==> src/rtl/cla_serial_adder.sv <==
// Multi-cycle WIDTH-bit adder: operands are streamed one nibble per cycle through a
// single 4-bit carry look-ahead slice, with the carry held in a register between nibbles.

module cla (
  input  logic [3:0] a,
  input  logic [3:0] b,
  input  logic       cin,
  output logic [3:0] sum,
  output logic       cout
);

  logic [3:0] g;
  logic [3:0] p;
  logic [4:0] c;

  // Carries are expanded from generate/propagate terms so no carry ripples inside the slice.
  always_comb begin
    g    = a & b;
    p    = a ^ b;
    c[0] = cin;
    c[1] = g[0] | (p[0] & cin);
    c[2] = g[1] | (p[1] & g[0]) | (p[1] & p[0] & cin);
    c[3] = g[2] | (p[2] & g[1]) | (p[2] & p[1] & g[0]) | (p[2] & p[1] & p[0] & cin);
    c[4] = g[3] | (p[3] & g[2]) | (p[3] & p[2] & g[1]) | (p[3] & p[2] & p[1] & g[0])
         | (p[3] & p[2] & p[1] & p[0] & cin);
    sum  = p ^ c[3:0];
    cout = c[4];
  end

endmodule

module cla_serial_adder #(
  parameter int WIDTH   = 16,
  parameter int NIBBLES = WIDTH / 4
) (
  input  logic             clk,
  input  logic             rst,
  input  logic             in_valid,
  output logic             in_ready,
  input  logic [WIDTH-1:0] in_a,
  input  logic [WIDTH-1:0] in_b,
  input  logic             in_cin,
  output logic             out_valid,
  input  logic             out_ready,
  output logic [WIDTH-1:0] out_sum,
  output logic             out_cout
);

  localparam int CNT_W = (NIBBLES > 1) ? $clog2(NIBBLES) : 1;
  localparam logic [CNT_W-1:0] LAST_NIB = CNT_W'(NIBBLES - 1);

  typedef enum logic [1:0] {
    IDLE = 2'd0,
    RUN  = 2'd1,
    DONE = 2'd2
  } state_t;

  state_t           state_q,     state_d;
  logic [WIDTH-1:0] a_q,         a_d;
  logic [WIDTH-1:0] b_q,         b_d;
  logic [WIDTH-1:0] result_q,    result_d;
  logic             carry_q,     carry_d;
  logic [CNT_W-1:0] cnt_q,       cnt_d;
  logic             in_ready_q,  in_ready_d;
  logic             out_valid_q, out_valid_d;
  logic [WIDTH-1:0] out_sum_q,   out_sum_d;
  logic             out_cout_q,  out_cout_d;

  logic [3:0] nib_sum;
  logic       nib_cout;

  cla u_cla (
    .a    (a_q[3:0]),
    .b    (b_q[3:0]),
    .cin  (carry_q),
    .sum  (nib_sum),
    .cout (nib_cout)
  );

  // Next-state logic; outputs are registered so in_ready/out_valid depend on state only.
  always_comb begin
    state_d     = state_q;
    a_d         = a_q;
    b_d         = b_q;
    result_d    = result_q;
    carry_d     = carry_q;
    cnt_d       = cnt_q;
    in_ready_d  = in_ready_q;
    out_valid_d = out_valid_q;
    out_sum_d   = out_sum_q;
    out_cout_d  = out_cout_q;

    case (state_q)
      IDLE: begin
        in_ready_d  = 1'b1;
        out_valid_d = 1'b0;
        if (in_valid && in_ready_q) begin
          a_d        = in_a;
          b_d        = in_b;
          carry_d    = in_cin;
          cnt_d      = '0;
          state_d    = RUN;
          in_ready_d = 1'b0;
        end
      end

      RUN: begin
        in_ready_d  = 1'b0;
        out_valid_d = 1'b0;
        a_d         = a_q >> 4;
        b_d         = b_q >> 4;
        result_d    = result_q >> 4;
        result_d[WIDTH-1 -: 4] = nib_sum;
        carry_d     = nib_cout;
        cnt_d       = cnt_q + CNT_W'(1);
        // The final nibble goes straight into the output registers as well.
        if (cnt_q == LAST_NIB) begin
          state_d     = DONE;
          out_valid_d = 1'b1;
          out_sum_d   = result_d;
          out_cout_d  = nib_cout;
        end
      end

      DONE: begin
        in_ready_d = 1'b0;
        if (out_valid_q && out_ready) begin
          state_d     = IDLE;
          out_valid_d = 1'b0;
          in_ready_d  = 1'b1;
        end
      end

      default: begin
        state_d     = IDLE;
        in_ready_d  = 1'b1;
        out_valid_d = 1'b0;
      end
    endcase
  end

  always_ff @(posedge clk or posedge rst) begin
    if (rst) begin
      state_q     <= IDLE;
      a_q         <= '0;
      b_q         <= '0;
      result_q    <= '0;
      carry_q     <= 1'b0;
      cnt_q       <= '0;
      in_ready_q  <= 1'b1;
      out_valid_q <= 1'b0;
      out_sum_q   <= '0;
      out_cout_q  <= 1'b0;
    end else begin
      state_q     <= state_d;
      a_q         <= a_d;
      b_q         <= b_d;
      result_q    <= result_d;
      carry_q     <= carry_d;
      cnt_q       <= cnt_d;
      in_ready_q  <= in_ready_d;
      out_valid_q <= out_valid_d;
      out_sum_q   <= out_sum_d;
      out_cout_q  <= out_cout_d;
    end
  end

  assign in_ready  = in_ready_q;
  assign out_valid = out_valid_q;
  assign out_sum   = out_sum_q;
  assign out_cout  = out_cout_q;

endmodule

==> config.mk <==
export PLATFORM = sky130hd
export DESIGN_NAME = cla_serial_adder
export DESIGN_NICKNAME = d
export VERILOG_FILES = /design/src/rtl/cla_serial_adder.sv
export SDC_FILE = /design/constraint.sdc
export NUM_CORES = 1
export LEC_CHECK = 0
export ABC_CLOCK_PERIOD_IN_PS = 7300
export CAP_MARGIN = 5
export CORE_MARGIN = 5
export CORE_UTILIZATION = 56
export DETAILED_ROUTE_END_ITERATION = 8
export GPL_TIMING_DRIVEN = 0
export PLACE_DENSITY_LB_ADDON = 0.15
export SLEW_MARGIN = 10
export SYNTH_ARGS = -nofsm -noshare
export SYNTH_HDL_FRONTEND = slang
export SYNTH_SLANG_ARGS = --single-unit
==> constraint.sdc <==
create_clock -name clk -period 7.3 [get_ports clk]
set_clock_uncertainty 0.05 [all_clocks]
set_input_delay 2.19 -clock clk [delete_from_list [all_inputs] [get_ports clk]]
set_output_delay 2.19 -clock clk [all_outputs]
set_load 0.1 [all_outputs]
==> results of run 1 <==
## cell families (layout without fill, tap and decap cells)
kind of cell / Yosys count / count (layout) / share of synthesized area
adder cells (fa/ha/maj): 6 / 6 / 0.0278
buffers and inverters: 21 / 93 / 0.0400
AND/OR/NAND/NOR: 92 / 92 / 0.126
multiplexers: 34 / 34 / 0.127
XOR/XNOR: 3 / 3 / 0.00884
AO/OA/AOI/OAI: 55 / 55 / 0.0972
flip-flops: 68 / 68 / 0.573
## worst reg2reg max path, cell delays in order, from the launching register on
cell and delay (ps):
dfstp_2 540, and4bb_1 240, buf_6 170, buf_6 180
mux2i_1 220, o21ai_1 80
## worst paths after layout
check,from,end,slack (ps),cells past startpoint
setup / recovery,in_ready,in_ready,3060,1
hold / removal,result_q[7],result_q[7],420,2
setup reg to reg,in_ready,a_q[3],5680,5
hold reg to reg,result_q[7],result_q[7],420,2
max in group asynchronous,rst,in_ready,4560,3
min in group asynchronous,rst,out_sum[6],2090,2
## final cells by class
type | count | area share
multi-input combinational | 190 | 0.302
sequential | 68 | 0.447
buffer | 17 | 0.0273
clock inverter | 5 | 0.00722
timing repair buffer | 56 | 0.152
inverter | 4 | 0.00460
tap | 70 | 0.0230
clock buffer | 11 | 0.0371
## metal layers
layer / part of all wire / wire length (um) / vias to the layer above
met2: 0.49 / 2980 / 54
met3: 0.054 / 328 / 13
li1: - / - / 1065
met4: 0.021 / 131 / 0
met1: 0.44 / 2660 / 1021
met5: 0 / 0 / -
## cell usage in the layout (no fill, tap or decap), types with 2 or more instances in the layout
master	count
nand2_1	77
dfrtp_1	67
clkdlybuf4s50_1	55
o21ai_0	27
mux2i_1	22
o21ai_1	17
clkbuf_8	10
clkbuf_1	7
nor2_1	7
a21oi_1	6
mux2_4	6
mux2_2	6
buf_2	5
ha_1	5
buf_6	4
clkinv_2	4
nand2b_1	3
inv_1	3
xnor2_1	2
o21bai_1	2
## Yosys cell counts (2+ instances only)
cell type	instances
o21bai_1	2
nor2_1	7
nand2b_1	3
buf_2	5
ha_1	5
buf_6	4
mux2i_1	22
o21ai_0	27
nand2_1	77
o21ai_1	17
mux2_2	6
xnor2_1	2
dfrtp_1	67
clkbuf_1	6
mux2_4	6
inv_1	4
a21oi_1	6
## registers in the layout, indices dropped and copies added (netlist names)
signal     flops
a_q           16
b_q           16
out_sum       16
result_q      12
cnt_q          2
state_q        2
carry_q        1
in_ready       1
out_cout       1
out_valid      1
## power by group
| part | total (mW) | switching (mW) | internal (mW) |
|---|---|---|---|
| Sequential | 0.635 | 0.0931 | 0.542 |
| Combinational | 0.973 | 0.662 | 0.311 |
| Clock | 0.267 | 0.137 | 0.130 |
## metrics by stage
stage / area (sq um) / total power [mW] / hold WS (ps) / setup slack [ps]
detailed placement: 3640 / 1.62 / 409 / 3420
floorplan: 2970 / 1.37 / 392 / 3350
CTS: 3810 / 1.89 / 426 / 3040
global route: 3810 / 2.00 / 453 / 2990
global placement: 3610 / 1.59 / 405 / 2230
finish: 3810 / 1.87 / 423 / 3060
==> impl_metrics.py, run 1 <==
metrics = {
    "critical_path": {
        "critPathMaxFanout": 3,
        "crit_required_ps": 5060,
        "cp-end-kind": "output port",
        "crit_family": "buffers and inverters",
        "crit_chain": "clkdlybuf4s50_1",
        "crit_buf_inv": 1,
        "slowest_stage": "clkdlybuf4s50_1",
        "start_kind": "register",
        "criticalPathCategory": "register to output port",
        "cp.arrival_ps": 2000,
        "cpPeakStageDelay_ps": 1130,
    },
    "route": {
        "drcViolationCount": 0,
        "post_drt_wl_per_cell_um": 14.5,
        "first_pass_iters": 4,
        "ant_nets": 0,
        "drt_wl_total_um": 6110,
        "vias_per_cell": 5.11,
        "vias": 2153,
        "drtIter0Drc": 89,
    },
    "place": {
        "place_hpwl_um": 4340,
        "gp_congestion": 0.811,
        "placed_cells": 405,
        "portBuffers": 55,
    },
    "cts": {
        "holdBufCountCts": 0,
        "cts_sinks": 68,
        "cts-root-buf": "clkbuf_8",
        "cts_buffers": 9,
        "path_clk_slew_ps": 70,
        "htree_levels": 3,
        "insertion_delay_ps": 340,
        "clockBufferDepth": 2,
        "cts_resized": 0,
        "post_cts_buffers": 0,
        "cts_tree": "built",
    },
    "power_and_ir_drop": {
        "power_density_mw_per_mm2": 492,
        "p_leak_nw": 1.72,
        "ir_drop_v": 0.000242,
    },
    "global_route": {
        "use_met2": 0.327,
        "grt.busiest_layer": "met2",
        "antenna_found_initial": 0,
        "gr-total-overflow": 0,
        "grt_use_met1": 0.222,
        "grtUsageMet3": 0.0574,
        "grt_max_degree": 51,
        "grt_pass1_vias": 2208,
        "grt_util_all_layers": 0.191,
        "grt_pass1_wl_um": 10400,
    },
    "timing": {
        "fin_setup_tns_ps": 0,
        "finalCriticalPeriod_ps": 4240,
        "finalCritPeriodShare": 0.581,
        "rsz0062_at_grt": "false",
        "max_freq_ghz": 0.236,
        "tightest_slew_ps": 975,
        "relSlewSlack": 0.348,
        "hold_viol": 0,
        "maxSlewViolCount": 0,
        "setup_violations": 0,
    },
    "logic_synthesis": {
        "syn_avg_cell_area_sq_um": 10.7,
        "yosys_warnings": 0,
        "synth_nets": 322,
        "synth_seq_cells": 68,
        "async_reset_ff_frac": 1.00,
        "synthTopCellsByArea": "dfrtp_1 (56%), nand2_1 (9.7%), mux2i_1 (7.4%)",
        "synthesis.area_sq_mm": 0.00297,
        "synth_edf_count": 0,
        "synth_cells": 279,
        "synth_top_cell_by_area": "dfrtp_1",
        "ys.flop_type": "dfrtp_1",
        "synth.yosys.seq_area_share": 0.573,
        "ys_types": 30,
        "synth_top_area_frac": 0.564,
    },
    "job": {
        "maxCapViolCount": 0,
    },
    "final_layout": {
        "instances_no_fill": 421,
        "fillers": 386,
        "area_delta_synth_final_pct": 28.2,
        "final_util": 0.741,
        "diodes": 0,
        "drive_gt1_frac": 0.117,
        "seq_area_sq_mm": 0.00170,
        "nets": 389,
        "multi_input_area_sq_mm": 0.00115,
    },
    "die": {
        "fp.dieH_um": 82.9,
        "core-area_sq_mm": 0.00514,
        "dieArea_sq_mm": 0.00687,
        "start_util": 0.578,
        "ios": 56,
        "rows": 26,
        "dieWidth_um": 82.9,
    },
    "run_status": {
        "status": "finished clean",
    },
    "hold_path": {
        "hold_class": "register to register",
    },
}
No activity file was read; power rests on OpenSTA's default activity.
==> run 2: changes to the inputs <==
--- a/config.mk
+++ b/config.mk
@@ -5,10 +5,10 @@
 export SDC_FILE = /design/constraint.sdc
 export NUM_CORES = 1
 export LEC_CHECK = 0
-export ABC_CLOCK_PERIOD_IN_PS = 7300
+export ABC_CLOCK_PERIOD_IN_PS = 4300
 export CAP_MARGIN = 5
 export CORE_MARGIN = 5
-export CORE_UTILIZATION = 56
+export CORE_UTILIZATION = 52
 export DETAILED_ROUTE_END_ITERATION = 8
 export GPL_TIMING_DRIVEN = 0
 export PLACE_DENSITY_LB_ADDON = 0.15
==> constraint.sdc (replaced) <==
create_clock -name clk -period 4.3 [get_ports clk]
set_clock_uncertainty 0.05 [all_clocks]
set_input_delay 1.29 -clock clk [delete_from_list [all_inputs] [get_ports clk]]
set_output_delay 1.29 -clock clk [all_outputs]
set_load 0.1 [all_outputs]
==> impl_metrics.py, run 2 (synthesis gave the netlist of run 1 again) <==
metrics = {
    "final_layout": {
        "multi_input_area_sq_mm": 0.00115,
        "area_delta_synth_final_pct": 29.4,
        "diodes": 0,
        "final_common_cell": "nand2_1",
        "drive_gt1_frac": 0.117,
        "nets": 389,
        "fillers": 439,
        "seq_area_sq_mm": 0.00170,
        "final_cell_mix": "nand2_1 (77), dfrtp_1 (67), clkdlybuf4s50_1 (55)",
    },
    "route": {
        "ant_nets": 0,
        "post_drt_wl_per_cell_um": 14.8,
        "vias_per_cell": 5.13,
        "drt_wl_total_um": 6240,
        "first_pass_iters": 4,
        "vias": 2170,
        "drtIter0Drc": 88,
        "drcViolationCount": 0,
    },
    "cts": {
        "path_clk_slew_ps": 70,
        "cts_resized": 0,
        "post_cts_buffers": 0,
        "clockBufferDepth": 2,
        "insertion_delay_ps": 330,
        "cts_tree": "built",
        "cts-root-buf": "clkbuf_8",
        "holdBufCountCts": 0,
        "cts_sinks": 68,
        "htree_levels": 3,
        "cts_buffers": 9,
    },
    "place": {
        "place_hpwl_um": 4530,
        "portBuffers": 55,
        "gp_congestion": 0.797,
    },
    "critical_path": {
        "rr_worst_depth": 5,
        "crit_buf_inv": 1,
        "r2r_setup_slack_ps": 2690,
        "crit_required_ps": 2960,
        "crit_family": "buffers and inverters",
        "crit_chain": "clkdlybuf4s50_1",
        "cpPeakStageDelay_ps": 1130,
        "start_kind": "register",
        "critPathMaxFanout": 3,
        "r2r-end": "b_q[6]",
        "cp-end-kind": "output port",
        "cp.arrival_ps": 1990,
        "slowest_stage": "clkdlybuf4s50_1",
        "reg2reg_from": "in_ready",
        "criticalPathCategory": "register to output port",
    },
    "timing": {
        "tightest_slew_ps": 970,
        "relSlewSlack": 0.351,
        "rsz0062_at_grt": "false",
        "finalCritPeriodShare": 0.774,
        "finalCriticalPeriod_ps": 3330,
        "fin_setup_tns_ps": 0,
        "max_freq_ghz": 0.300,
        "maxSlewViolCount": 0,
        "setup_violations": 0,
        "hold_viol": 0,
    },
    "job": {
        "maxCapViolCount": 0,
    },
    "die": {
        "dieArea_sq_mm": 0.00733,
        "ios": 56,
        "core-area_sq_mm": 0.00554,
        "start_util": 0.537,
        "dieWidth_um": 85.6,
        "rows": 27,
        "fp.dieH_um": 85.6,
    },
    "global_route": {
        "antenna_found_initial": 0,
        "grt_util_all_layers": 0.181,
        "grt_pass1_wl_um": 10400,
        "grt_max_degree": 48,
        "grt_pass1_vias": 2221,
        "gr-total-overflow": 0,
    },
    "power_and_ir_drop": {
        "power_density_mw_per_mm2": 849,
        "p_leak_nw": 1.73,
        "total_power_mw": 3.26,
        "ir_drop_v": 0.000518,
    },
    "hold_path": {
        "hold_path_end": "a_q[6]",
        "hold_class": "register to register",
        "worst_hold_path.num_cells": 2,
        "hp-start": "a_q[10]",
    },
    "run_status": {
        "status": "finished clean",
    },
}
run 2: cell types whose count changed in the layout (fill, tap and decap cells not counted):
| cell | delta |
|---|---|
| bufinv_16 | +1 |
| clkbuf_8 | +1 |
| clkinv_2 | -2 |
run 2: worst min-delay path, cell delays in order (launching register included):
cell     delay (ps)
dfrtp_1         350
nand2_1          50
o21ai_0          60
run 2: through the flow:
stage | cell area [sq um] | cells | setup WS (ps) | hold WS [ps] | utilization
after floorplan | 2970 | 279 | 1250 | 392 | -
after global placement | 3610 | 406 | 71.3 | 407 | 0.652
after detailed placement | 3640 | 407 | 1310 | 416 | 0.658
after CTS | 3850 | 423 | 949 | 437 | 0.694
after global routing | 3850 | 423 | 925 | 452 | 0.694
final | 3850 | 423 | 971 | 432 | 0.694
run 2: worst max-delay path by stage:
stage                     slack [ps]     start    endpoint  depth (start not counted)
after floorplan                 1250       rst      a_q[0]                          1
after global placement            70       rst  out_sum[1]                          2
after detailed placement        1310  in_ready    in_ready                          1
after CTS                        950  in_ready    in_ready                          1
after global routing             930  in_ready    in_ready                          1
final                            970  in_ready    in_ready                          1
run 2: report_power, final:
group	leakage (nW)	switching (mW)	total, mW	internal [mW]
Combinational	0.754	1.13	1.66	0.529
Clock	0.102	0.230	0.528	0.298
Sequential	0.878	0.161	1.08	0.920
run 2: final cells by class:
class,count,share of cell area
tap,72,0.0234
multi-input combinational,190,0.299
clock buffer,12,0.0403
clock inverter,4,0.0124
inverter,4,0.00455
sequential,68,0.443
timing repair buffer,56,0.150
buffer,17,0.0270
run 2: metal layers:
layer	share of wire	routed length, um	GRT usage	up-vias
met5	0	0	0	-
met4	0.022	137	0.0835	0
met3	0.047	294	0.0355	15
met2	0.50	3090	0.309	54
met1	0.44	2720	0.221	1039
li1	-	-	-	1062
